<file path="src/rtl/vend_txn_controller.sv">
// vend_txn_controller: vending transaction sequencer.
// Latches a price from the one-hot product switches, accumulates coin credit,
// strobes dispense once credit covers the price, then pays change greedily
// (10/5/2/1) as coin-return pulses spaced CHANGE_GAP cycles apart.
// Ports:
//   clk, rst            clock, synchronous active-high reset
//   sel[3:0]            product switches (valid when exactly one bit set)
//   coin2/coin5/coin10  one-cycle coin pulses; cancel: one-cycle refund request
//   credit[5:0]         current credit in dollars
//   price[4:0]          latched price in dollars
//   dispense            one-cycle vend strobe
//   coin_reject         one-cycle pulse, inserted coin returned
//   change_pulse        one-cycle pulse per change coin; change_val[3:0] = its value
//   state[2:0]          IDLE=0 COLLECT=1 VEND=2 CHANGE=3 DONE=4
module vend_txn_controller #(
  parameter int unsigned PRICE0         = 8,
  parameter int unsigned PRICE1         = 10,
  parameter int unsigned PRICE2         = 12,
  parameter int unsigned PRICE3         = 15,
  parameter int unsigned CREDIT_MAX     = 31,
  parameter int unsigned TIMEOUT_CYCLES = 1000,
  parameter int unsigned CHANGE_GAP     = 8,
  parameter int unsigned HOLD_CYCLES    = 16
) (
  input  logic       clk,
  input  logic       rst,
  input  logic [3:0] sel,
  input  logic       coin2,
  input  logic       coin5,
  input  logic       coin10,
  input  logic       cancel,
  output logic [5:0] credit,
  output logic [4:0] price,
  output logic       dispense,
  output logic       coin_reject,
  output logic       change_pulse,
  output logic [3:0] change_val,
  output logic [2:0] state
);

  localparam int unsigned TMO_W  = $clog2(TIMEOUT_CYCLES + 1);
  localparam int unsigned GAP_W  = (CHANGE_GAP > 1) ? $clog2(CHANGE_GAP) : 1;
  localparam int unsigned HOLD_W = (HOLD_CYCLES > 1) ? $clog2(HOLD_CYCLES) : 1;

  typedef enum logic [2:0] {
    S_IDLE    = 3'd0,
    S_COLLECT = 3'd1,
    S_VEND    = 3'd2,
    S_CHANGE  = 3'd3,
    S_DONE    = 3'd4
  } state_t;

  state_t            st;
  logic [TMO_W-1:0]  tmo_cnt;
  logic [GAP_W-1:0]  gap_cnt;
  logic [HOLD_W-1:0] hold_cnt;
  logic [5:0]        change_amt;

  logic       sel_valid;
  logic [4:0] sel_price;
  logic [1:0] coin_cnt;
  logic       coin_any;
  logic [5:0] coin_value;
  logic [6:0] credit_sum;
  logic       coin_ok;
  logic [5:0] vend_change;
  logic [5:0] chg_src;
  logic [3:0] first_coin;
  logic [3:0] next_coin;

  // Largest coin in {10,5,2,1} not exceeding amt; 0 for amt==0.
  function automatic logic [3:0] largest_coin(input logic [5:0] amt);
    logic [3:0] c;
    if (amt >= 6'd10)     c = 4'd10;
    else if (amt >= 6'd5) c = 4'd5;
    else if (amt >= 6'd2) c = 4'd2;
    else if (amt >= 6'd1) c = 4'd1;
    else                  c = 4'd0;
    return c;
  endfunction

  assign sel_valid = $onehot(sel);
  assign coin_cnt  = 2'(coin2) + 2'(coin5) + 2'(coin10);
  assign coin_any  = (coin_cnt != 2'd0);

  always_comb begin
    sel_price = 5'd0;
    case (sel)
      4'b0001: sel_price = 5'(PRICE0);
      4'b0010: sel_price = 5'(PRICE1);
      4'b0100: sel_price = 5'(PRICE2);
      4'b1000: sel_price = 5'(PRICE3);
      default: sel_price = 5'd0;
    endcase
  end

  always_comb begin
    coin_value = 6'd0;
    if (coin2)       coin_value = 6'd2;
    else if (coin5)  coin_value = 6'd5;
    else if (coin10) coin_value = 6'd10;
  end

  // Single coin that keeps credit within CREDIT_MAX; simultaneous coins are all refused.
  assign credit_sum  = 7'(credit) + 7'(coin_value);
  assign coin_ok     = (coin_cnt == 2'd1) && (credit_sum <= 7'(CREDIT_MAX));
  assign vend_change = credit - {1'b0, price};

  // Amount owed on entry to CHANGE: vend remainder or full refund.
  assign chg_src    = (st == S_VEND) ? vend_change : credit;
  assign first_coin = largest_coin(chg_src);
  assign next_coin  = largest_coin(change_amt);

  assign state = 3'(st);

  // Transaction FSM with registered outputs.
  always_ff @(posedge clk) begin
    if (rst) begin
      st           <= S_IDLE;
      credit       <= 6'd0;
      price        <= 5'd0;
      dispense     <= 1'b0;
      coin_reject  <= 1'b0;
      change_pulse <= 1'b0;
      change_val   <= 4'd0;
      tmo_cnt      <= '0;
      gap_cnt      <= '0;
      hold_cnt     <= '0;
      change_amt   <= 6'd0;
    end else begin
      dispense     <= 1'b0;
      coin_reject  <= 1'b0;
      change_pulse <= 1'b0;
      change_val   <= 4'd0;
      case (st)
        S_IDLE: begin
          coin_reject <= coin_any;
          if (sel_valid) begin
            price   <= sel_price;
            tmo_cnt <= '0;
            st      <= S_COLLECT;
          end
        end
        S_COLLECT: begin
          if (cancel) begin
            // Refund: first change coin goes out on the first CHANGE cycle.
            coin_reject  <= coin_any;
            credit       <= 6'd0;
            change_amt   <= chg_src - 6'(first_coin);
            change_pulse <= (chg_src != 6'd0);
            change_val   <= first_coin;
            gap_cnt      <= GAP_W'(CHANGE_GAP - 1);
            st           <= S_CHANGE;
          end else if (credit >= {1'b0, price}) begin
            // Committed to vend; coins this cycle are returned.
            coin_reject <= coin_any;
            dispense    <= 1'b1;
            st          <= S_VEND;
          end else if (credit == 6'd0 && !sel_valid) begin
            coin_reject <= coin_any;
            price       <= 5'd0;
            st          <= S_IDLE;
          end else if (coin_ok) begin
            credit  <= credit_sum[5:0];
            tmo_cnt <= '0;
          end else begin
            coin_reject <= coin_any;
            if (tmo_cnt == TMO_W'(TIMEOUT_CYCLES)) begin
              // Counter holds at the limit while no credit is owed.
              if (credit != 6'd0) begin
                credit       <= 6'd0;
                change_amt   <= chg_src - 6'(first_coin);
                change_pulse <= 1'b1;
                change_val   <= first_coin;
                gap_cnt      <= GAP_W'(CHANGE_GAP - 1);
                st           <= S_CHANGE;
              end
            end else begin
              tmo_cnt <= tmo_cnt + TMO_W'(1);
            end
          end
        end
        S_VEND: begin
          coin_reject  <= coin_any;
          credit       <= 6'd0;
          change_amt   <= chg_src - 6'(first_coin);
          change_pulse <= (chg_src != 6'd0);
          change_val   <= first_coin;
          gap_cnt      <= GAP_W'(CHANGE_GAP - 1);
          st           <= S_CHANGE;
        end
        S_CHANGE: begin
          coin_reject <= coin_any;
          if (change_amt == 6'd0) begin
            hold_cnt <= HOLD_W'(HOLD_CYCLES - 1);
            st       <= S_DONE;
          end else if (gap_cnt == '0) begin
            change_pulse <= 1'b1;
            change_val   <= next_coin;
            change_amt   <= change_amt - 6'(next_coin);
            gap_cnt      <= GAP_W'(CHANGE_GAP - 1);
          end else begin
            gap_cnt <= gap_cnt - GAP_W'(1);
          end
        end
        S_DONE: begin
          coin_reject <= coin_any;
          if (hold_cnt == '0) begin
            price <= 5'd0;
            st    <= S_IDLE;
          end else begin
            hold_cnt <= hold_cnt - HOLD_W'(1);
          end
        end
        default: st <= S_IDLE;
      endcase
    end
  end

endmodule

</file>
<file path="config.mk">
export PLATFORM = sky130hd
export DESIGN_NAME = vend_txn_controller
export DESIGN_NICKNAME = d
export VERILOG_FILES = /design/src/rtl/vend_txn_controller.sv
export SDC_FILE = /design/constraint.sdc
export NUM_CORES = 1
export LEC_CHECK = 0
export ABC_AREA = 0
export CORE_AREA = 10 10 119 121
export CTS_BUF_LIST = sky130_fd_sc_hd__clkbuf_4 sky130_fd_sc_hd__clkbuf_8 sky130_fd_sc_hd__clkbuf_16
export DETAILED_ROUTE_END_ITERATION = 6
export DIE_AREA = 0 0 129 131
export RECOVER_POWER = 50
export SLEW_MARGIN = 5
export SYNTH_ARGS = -nofsm -noshare
export SYNTH_HDL_FRONTEND = slang
export SYNTH_SLANG_ARGS = --single-unit
</file>
<file path="constraint.sdc">
create_clock -name clk -period 5.25 [get_ports clk]
set_input_delay 0.7875 -clock clk [delete_from_list [all_inputs] [get_ports clk]]
set_output_delay 0.7875 -clock clk [all_outputs]
set_load 0.1 [all_outputs]
</file>
==> reports/qor_table.md, run 1 <==
| Item | This run | Unit |
| --- | --- | --- |
| Post-cts hold buffer count | 0 | - |
| Run status | complete, but fails checks | - |
| Top-area cell type share of the netlist area | 24.80 | % |
| Largest fanout on the critical path | 8 | - |
| Number of synthesis warnings | 0 | - |
| Chain of cells forming the critical path | inv_1 > ha_1 > inv_1 > fa_1 > a21o_1 > a2111oi_0 > o21a_1 > o211ai_2 > a21oi_2 > o211ai_1 > a32o_1 | - |
| Residual overflow from global routing | 0 | - |
| Share of final-layout standard cells stronger than drive strength 1 | 5.365 | % |
| Resized Gates After CTS | 0 | - |
| Non-filler instance count after layout | 613 | - |
| Worst path slowest cell | sky130_fd_sc_hd__a2111oi_0 | - |
| Required time at the worst-slack endpoint | 5.43 | ns |
| Effective utilization at floorplan | 29.39 | % |
| Maximum frequency from static timing analysis | 231.6 | MHz |
| Startpoint of the tightest hold check path | tmo_cnt[9] | - |
| Power density relative to cell area | 472.0 | mW/mm^2 |
| Shortest period the worst path allows | 4.319 | ns |
| Per-instance average area after synthesis | 7.888 | um^2 |
| Nature of the critical path startpoint | flop | - |
| Latest clock arrival within the worst-skew pair | 0.29 | ns |
| Maximum number of pins on one net before global-route repair | 32 | - |
| Maximum Capacitance Violations | 1 | - |
| Total number of H-tree levels | 2 | - |
| Clock Skew | 0.004383 | ns |
| Final Power | 1912 | uW |
| Total half-perimeter wirelength after legalization and detailed placement | 7076 | um |
| Type of the worst setup path | flop to flop | - |
| Internal reg-to-reg setup slack | 0.93 | ns |
| Mapped Cells | 440 | - |
| Number of buffers added for setup after CTS | 0 | - |
| Fin Setup TNS | 0 | ns |
| Number of sinks on the clock net | 43 | - |
| Initial antenna violation count | 0 | - |
| Class of the worst hold path | flop to flop | - |
| All-Layer GR Usage | 10.91 | % |
| Average vias per placed instance | 5.323 | - |
| Synthesized netlist net count | 482 | - |
| Area added between synthesis and finish | 16.73 | % |
| Max_slew headroom | -42.70 | % |
| Area inside the core boundary | 0.01181 | mm^2 |
| Number of buffers inserted by port buffering | 29 | - |
| Number of global-route vias before repair | 3183 | - |
| Worst setup startpoint | credit[0] | - |
| Routability-driven placement congestion ratio | 0.9325 | - |
| Hold depth | 2 | - |
| Sequential area share after synthesis | 24.80 | % |
| Clock tree from TritonCTS | built | - |
| Multi-input gate area | 0.002401 | mm^2 |
| Site row count | 40 | - |
| EDFF count, synth | 0 | - |
| Commonest cells after routing, fill and taps aside | sky130_fd_sc_hd__nor2_1, sky130_fd_sc_hd__dfxtp_1, sky130_fd_sc_hd__nand2_1 | - |
| Worst reg2reg endpoint | change_amt[4] | - |
| Number of buffers on the longest clock path | 2 | - |
| Pins Over Slew Limit | 9 | - |
| Leakage | 0.001556 | uW |
| Average routed wire per standard cell | 14.92 | um |
| WHS Endpoint | tmo_cnt[9] | - |
| ANT nets after route | 0 | - |
| Slew at the pin closest to its max-slew limit | 2.086 | ns |
| Floorplan die area | 0.01690 | mm^2 |
| Register area | 860.8 | um^2 |
| Startpoint of the most critical register-to-register path | credit[0] | - |
| Violations in the final reports | max-capacitance violations, max-slew violations | - |
| Tcrit/Tclk final | 82.26 | % |
| Proportion of register bits with asynchronous set or reset after synthesis | 0 | % |
| Die Y-Extent | 131 | um |
| Worst setup EP type | flop | - |
| Peak VDD IR | 0.2030 | mV |
| Setup repair after global routing missed its margin | no | - |
| Total CTS buffers | 5 | - |
| Synthesized area | 0.003471 | mm^2 |
| Depth of the worst register-to-register path | 11 | - |
| Synth area leaders | sky130_fd_sc_hd__dfxtp_1, sky130_fd_sc_hd__ha_1, sky130_fd_sc_hd__nor2_1 | - |
| Number of fill cells | 1247 | - |
| Final design utilization | 34.30 | % |
| Number of cells after detailed placement | 605 | - |
| Post-synth top flop | sky130_fd_sc_hd__dfxtp_1 | - |
| Top cell type by total area after synthesis | sky130_fd_sc_hd__dfxtp_1 | - |
| DIE WIDTH | 129 | um |
| Sum of routed wire length over all layers | 9148 | um |
| Number of flip-flops and latches in the synthesized netlist | 43 | - |
| Wire length of the first global-routing pass | 15170 | um |
| Leading cell type in the layout, fill and taps excluded | sky130_fd_sc_hd__nor2_1 | - |
| Count of boundary I/O pins | 31 | - |
| Number of iterations in the first detailed-routing pass | 4 | - |
| Vias after detailed routing | 3263 | - |
| Clock-pin transition on the worst setup and hold timing paths | 0.07 | ns |
| CTS root buffer | sky130_fd_sc_hd__clkbuf_16 | - |
| Post-synthesis cell type count | 73 | - |
| Cell repeated most along the worst path | sky130_fd_sc_hd__inv_1 | - |
| Data arrival time at the worst-slack endpoint | 4.49 | ns |
| Number of DRC markers in iteration 0 | 297 | - |
| Largest incremental delay on the critical path | 1.71 | ns |
| Nets | 507 | - |
| Remaining routing DRC violations | 0 | - |
| Final hold vios | 0 | - |
| Endpoints failing setup | 0 | - |
| Diode count | 0 | - |
[through the flow]
step	hold slack, ns	worst slack (ns)	cell area (um^2)
after detailed placement	0.4619	0.9724	3901
after global placement	0.4540	1.102	3901
after floorplan	0.4426	1.216	3471
after CTS	0.4714	1.257	4070
after global routing	0.5203	0.7189	4051
final	0.4712	0.9314	4051
[Yosys cell counts (all sizes together), types with 3 or more instances]
| master | n |
|---|---|
| o211ai | 5 |
| nor2 | 48 |
| a31oi | 3 |
| buf | 6 |
| a21o | 7 |
| nor4 | 6 |
| or2 | 4 |
| a211oi | 12 |
| xnor2 | 13 |
| a22oi | 3 |
| inv | 35 |
| nor3 | 18 |
| nor3b | 5 |
| ha | 26 |
| mux2i | 10 |
| nand3 | 13 |
| o21ai | 21 |
| xor2 | 5 |
| a21oi | 30 |
| or3 | 11 |
| nand2 | 41 |
| dfxtp | 43 |
| nand2b | 11 |
| nor2b | 4 |
| fa | 6 |
| a211o | 3 |
| o21a | 3 |
| clkbuf | 7 |
[routing by layer]
layer / share of wire, % / GRT usage [%]
met5: 0 / 0
met4: 1.4 / 3.545
met3: 4.4 / 2.176
met2: 46 / 17.93
met1: 48 / 14.03
[sequential cells by signal (all words and copies together) (netlist names), 3 cells and up]
register / flops
change_val: 4
credit: 6
hold_cnt: 4
state: 3
change_amt: 6
price: 4
gap_cnt: 3
tmo_cnt: 10
[power by group]
| group | switching [uW] | internal (uW) |
|---|---|---|
| combinational | 665 | 440 |
| clock | 143 | 225 |
| sequential | 68.6 | 370 |
[cell type report]
type,count,share of cell area [%]
multi-input combinational,349,59.26
sequential,43,21.25
timing repair buffer,31,7.536
tap,147,4.540
inverter,35,3.243
clock buffer,5,3.088
clock inverter,3,1.081
[worst max-delay path: cells and delay by family (launching register included)]
family                   cells  cell delay (ns)
AO/OA/AOI/OAI                7             3.15
adder cells (fa/ha/maj)      2             0.54
flip-flops                   1             0.38
buffers and inverters        2             0.13
[cells by family after synthesis]
kind of cell	after synthesis	synth area share, %
other	1	0.1080
AND/OR/NAND/NOR	173	24.73
AO/OA/AOI/OAI	114	24.30
adder cells (fa/ha/maj)	32	12.83
multiplexers	11	3.208
XOR/XNOR	18	4.542
flip-flops	43	24.80
buffers and inverters	48	5.480
[worst max-delay path by stage]
stage / end / slack (ns) / cells past startpoint
after floorplan: change_amt[4] / 1.22 / 16
after global placement: tmo_cnt[7] / 1.10 / 12
after detailed placement: price[0] / 0.97 / 12
after CTS: price[0] / 1.26 / 12
after global routing: tmo_cnt[9] / 0.72 / 11
final: change_amt[4] / 0.93 / 11
(Power assumes the default switching activity.)
==> run 2, diff against run 1 <==
==> constraint.sdc (replaced) <==
create_clock -name clk -period 4.3 [get_ports clk]
set_input_delay 0.645 -clock clk [delete_from_list [all_inputs] [get_ports clk]]
set_output_delay 0.645 -clock clk [all_outputs]
set_load 0.1 [all_outputs]
==> reports/qor_table.md, run 2 (synthesis gave the netlist of run 1 again) <==
| Item | This run | Unit |
| --- | --- | --- |
| Run status | finished, final reports clean | - |
| Area added between synthesis and finish | 18.02 | % |
| Pins Over Slew Limit | 0 | - |
| Maximum Capacitance Violations | 0 | - |
| Share of final-layout standard cells stronger than drive strength 1 | 5.567 | % |
| ANT nets after route | 0 | - |
| Number of buffers inserted by port buffering | 29 | - |
| DIE WIDTH | 129 | um |
| All-Layer GR Usage | 11.08 | % |
| Registers with the most flip-flops | tmo_cnt: 10 flops, change_amt: 6 flops, credit: 6 flops | - |
| Power density relative to cell area | 587.0 | mW/mm^2 |
| Average routed wire per standard cell | 15.00 | um |
| Remaining routing DRC violations | 0 | - |
| Worst path slowest cell | sky130_fd_sc_hd__o32ai_1 | - |
| Floorplan die area | 0.01690 | mm^2 |
| Number of sinks on the clock net | 43 | - |
| Largest fanout on the critical path | 7 | - |
| Type of the worst setup path | flop to flop | - |
| Number of iterations in the first detailed-routing pass | 4 | - |
| Clock share of power | 20.7 | % |
| Number of global-route vias before repair | 3120 | - |
| Class of the worst hold path | flop to flop | - |
| Residual overflow from global routing | 0 | - |
| Data arrival time at the worst-slack endpoint | 4.00 | ns |
| Clock Skew | 0.008241 | ns |
| Area inside the core boundary | 0.01181 | mm^2 |
| Number of buffers on the longest clock path | 2 | - |
| Share of power burned in registers | 22.3 | % |
| Total net switching power | 1075 | uW |
| Leading cell type in the layout, fill and taps excluded | sky130_fd_sc_hd__nor2_1 | - |
| Sum of routed wire length over all layers | 9213 | um |
| Nature of the critical path startpoint | flop | - |
| Tcrit/Tclk final | 88.26 | % |
| Clock tree from TritonCTS | built | - |
| Resized Gates After CTS | 0 | - |
| Fraction of power spent switching nets | 44.69 | % |
| Total number of H-tree levels | 2 | - |
| Count of boundary I/O pins | 31 | - |
| Post-cts hold buffer count | 0 | - |
| Register ranked first by flip-flop count | tmo_cnt | - |
| Number of DRC markers in iteration 0 | 160 | - |
| Peak VDD IR | 0.2449 | mV |
| Routability-driven placement congestion ratio | 0.9197 | - |
| Vias after detailed routing | 3216 | - |
| Commonest cells after routing, fill and taps aside | sky130_fd_sc_hd__nor2_1, sky130_fd_sc_hd__dfxtp_1, sky130_fd_sc_hd__nand2_1 | - |
| Diode count | 0 | - |
| Average vias per placed instance | 5.238 | - |
| Maximum frequency from static timing analysis | 263.5 | MHz |
| Combinational share of power | 57.0 | % |
| Clock-pin transition on the worst setup and hold timing paths | 0.06 | ns |
| Leakage | 0.001566 | uW |
| Total non-filler cell area in the finished layout | 0.004096 | mm^2 |
| Largest incremental delay on the critical path | 0.50 | ns |
| Initial antenna violation count | 0 | - |
| Effective utilization at floorplan | 29.39 | % |
| Slew at the pin closest to its max-slew limit | 1.020 | ns |
| Chain of cells forming the critical path | inv_1 > ha_1 > inv_1 > fa_1 > a21o_1 > a21oi_1 > a31oi_1 > o32ai_1 > o211ai_1 > inv_1 > ha_1 > a21o_1 > a21oi_1 > o211ai_1 > xnor2_1 > mux2i_1 > a211oi_1 | - |
| Setup repair after global routing missed its margin | no | - |
| Number of buffers added for setup after CTS | 0 | - |
| Endpoints failing setup | 0 | - |
| Total half-perimeter wirelength after legalization and detailed placement | 7317 | um |
| Maximum number of pins on one net before global-route repair | 26 | - |
| Nets | 508 | - |
| Die Y-Extent | 131 | um |
| Max reg flops | 10 | - |
| Total placed instance area | 0.003909 | mm^2 |
| Max_slew headroom | 31.27 | % |
| Total CTS buffers | 5 | - |
| Wire length of the first global-routing pass | 15180 | um |
| Site row count | 40 | - |
| Final hold vios | 0 | - |
| Cell repeated most along the worst path | sky130_fd_sc_hd__inv_1 | - |
| Latest clock arrival within the worst-skew pair | 0.29 | ns |
| Shortest period the worst path allows | 3.795 | ns |
| Worst setup EP type | flop | - |
| P_int | 1330 | uW |
| Required time at the worst-slack endpoint | 4.50 | ns |
| Fin Setup TNS | 0 | ns |
| CTS root buffer | sky130_fd_sc_hd__clkbuf_16 | - |
[run 2: changes by cell type in the layout (fill, tap and decap cells not counted), sizes merged]
cell / before / now
clkinvlp: 0 / 1
bufinv: 1 / 2
clkdlybuf4s50: 9 / 8
clkinv: 2 / 0
buf: 2 / 3
dlygate4sd3: 20 / 21
[run 2: power by group through the flow]
stage | clock [uW] | sequential (uW) | combinational, uW
final | 499 | 535 | 1370
after global routing | 525 | 549 | 1510
after CTS | 509 | 535 | 1370
after detailed placement | 0 | 543 | 1370
after global placement | 0 | 541 | 1340
after floorplan | 0 | 619 | 994
[run 2: stage by stage]
step	power (uW)	utilization [%]	hold WS (ns)	setup slack [ns]	instances
after global placement	1878	33.09	0.4571	0.5355	606
after global routing	2588	34.68	0.5051	0.2074	614
final	2405	34.68	0.4771	0.5048	614
after floorplan	1612	-	0.4426	0.2658	440
after CTS	2418	34.72	0.4755	0.5170	614
after detailed placement	1912	33.09	0.4655	0.4578	606
[run 2: path summary, 6_finish.rpt]
| check | startpoint | endpoint | slack (ns) | depth (start not counted) |
|---|---|---|---|---|
| setup reg to reg | credit[0] | change_amt[5] | 0.50 | 17 |
| setup / recovery | credit[0] | change_amt[5] | 0.50 | 17 |
| hold reg to reg | tmo_cnt[8] | tmo_cnt[8] | 0.48 | 2 |
| hold / removal | tmo_cnt[8] | tmo_cnt[8] | 0.48 | 2 |
[run 2: critical path: cells and delay by family (launching register included)]
kind,cells,cell delay (ns)
adder cells (fa/ha/maj),3,0.78
XOR/XNOR,1,0.18
buffers and inverters,3,0.25
multiplexers,1,0.09
AO/OA/AOI/OAI,9,2.02
flip-flops,1,0.38
[run 2: layer usage]
layer / share of wire (%) / track usage, %
met1: 47 / 13.67
met4: 0.76 / 3.144
met2: 48 / 18.60
met5: 0 / 0
met3: 4.3 / 2.941
[run 2: final cells by class]
| cell class | instances | area [um^2] |
|---|---|---|
| clock buffers | 5 | 125.1 |
| clock inverters | 3 | 67.56 |
| fillers | 1247 | 7715 |
| inverters | 35 | 131.4 |
| multi-input cells | 349 | 2415 |
| flip-flops and latches | 43 | 860.8 |
| well taps | 147 | 183.9 |
| repair buffers | 32 | 312.8 |
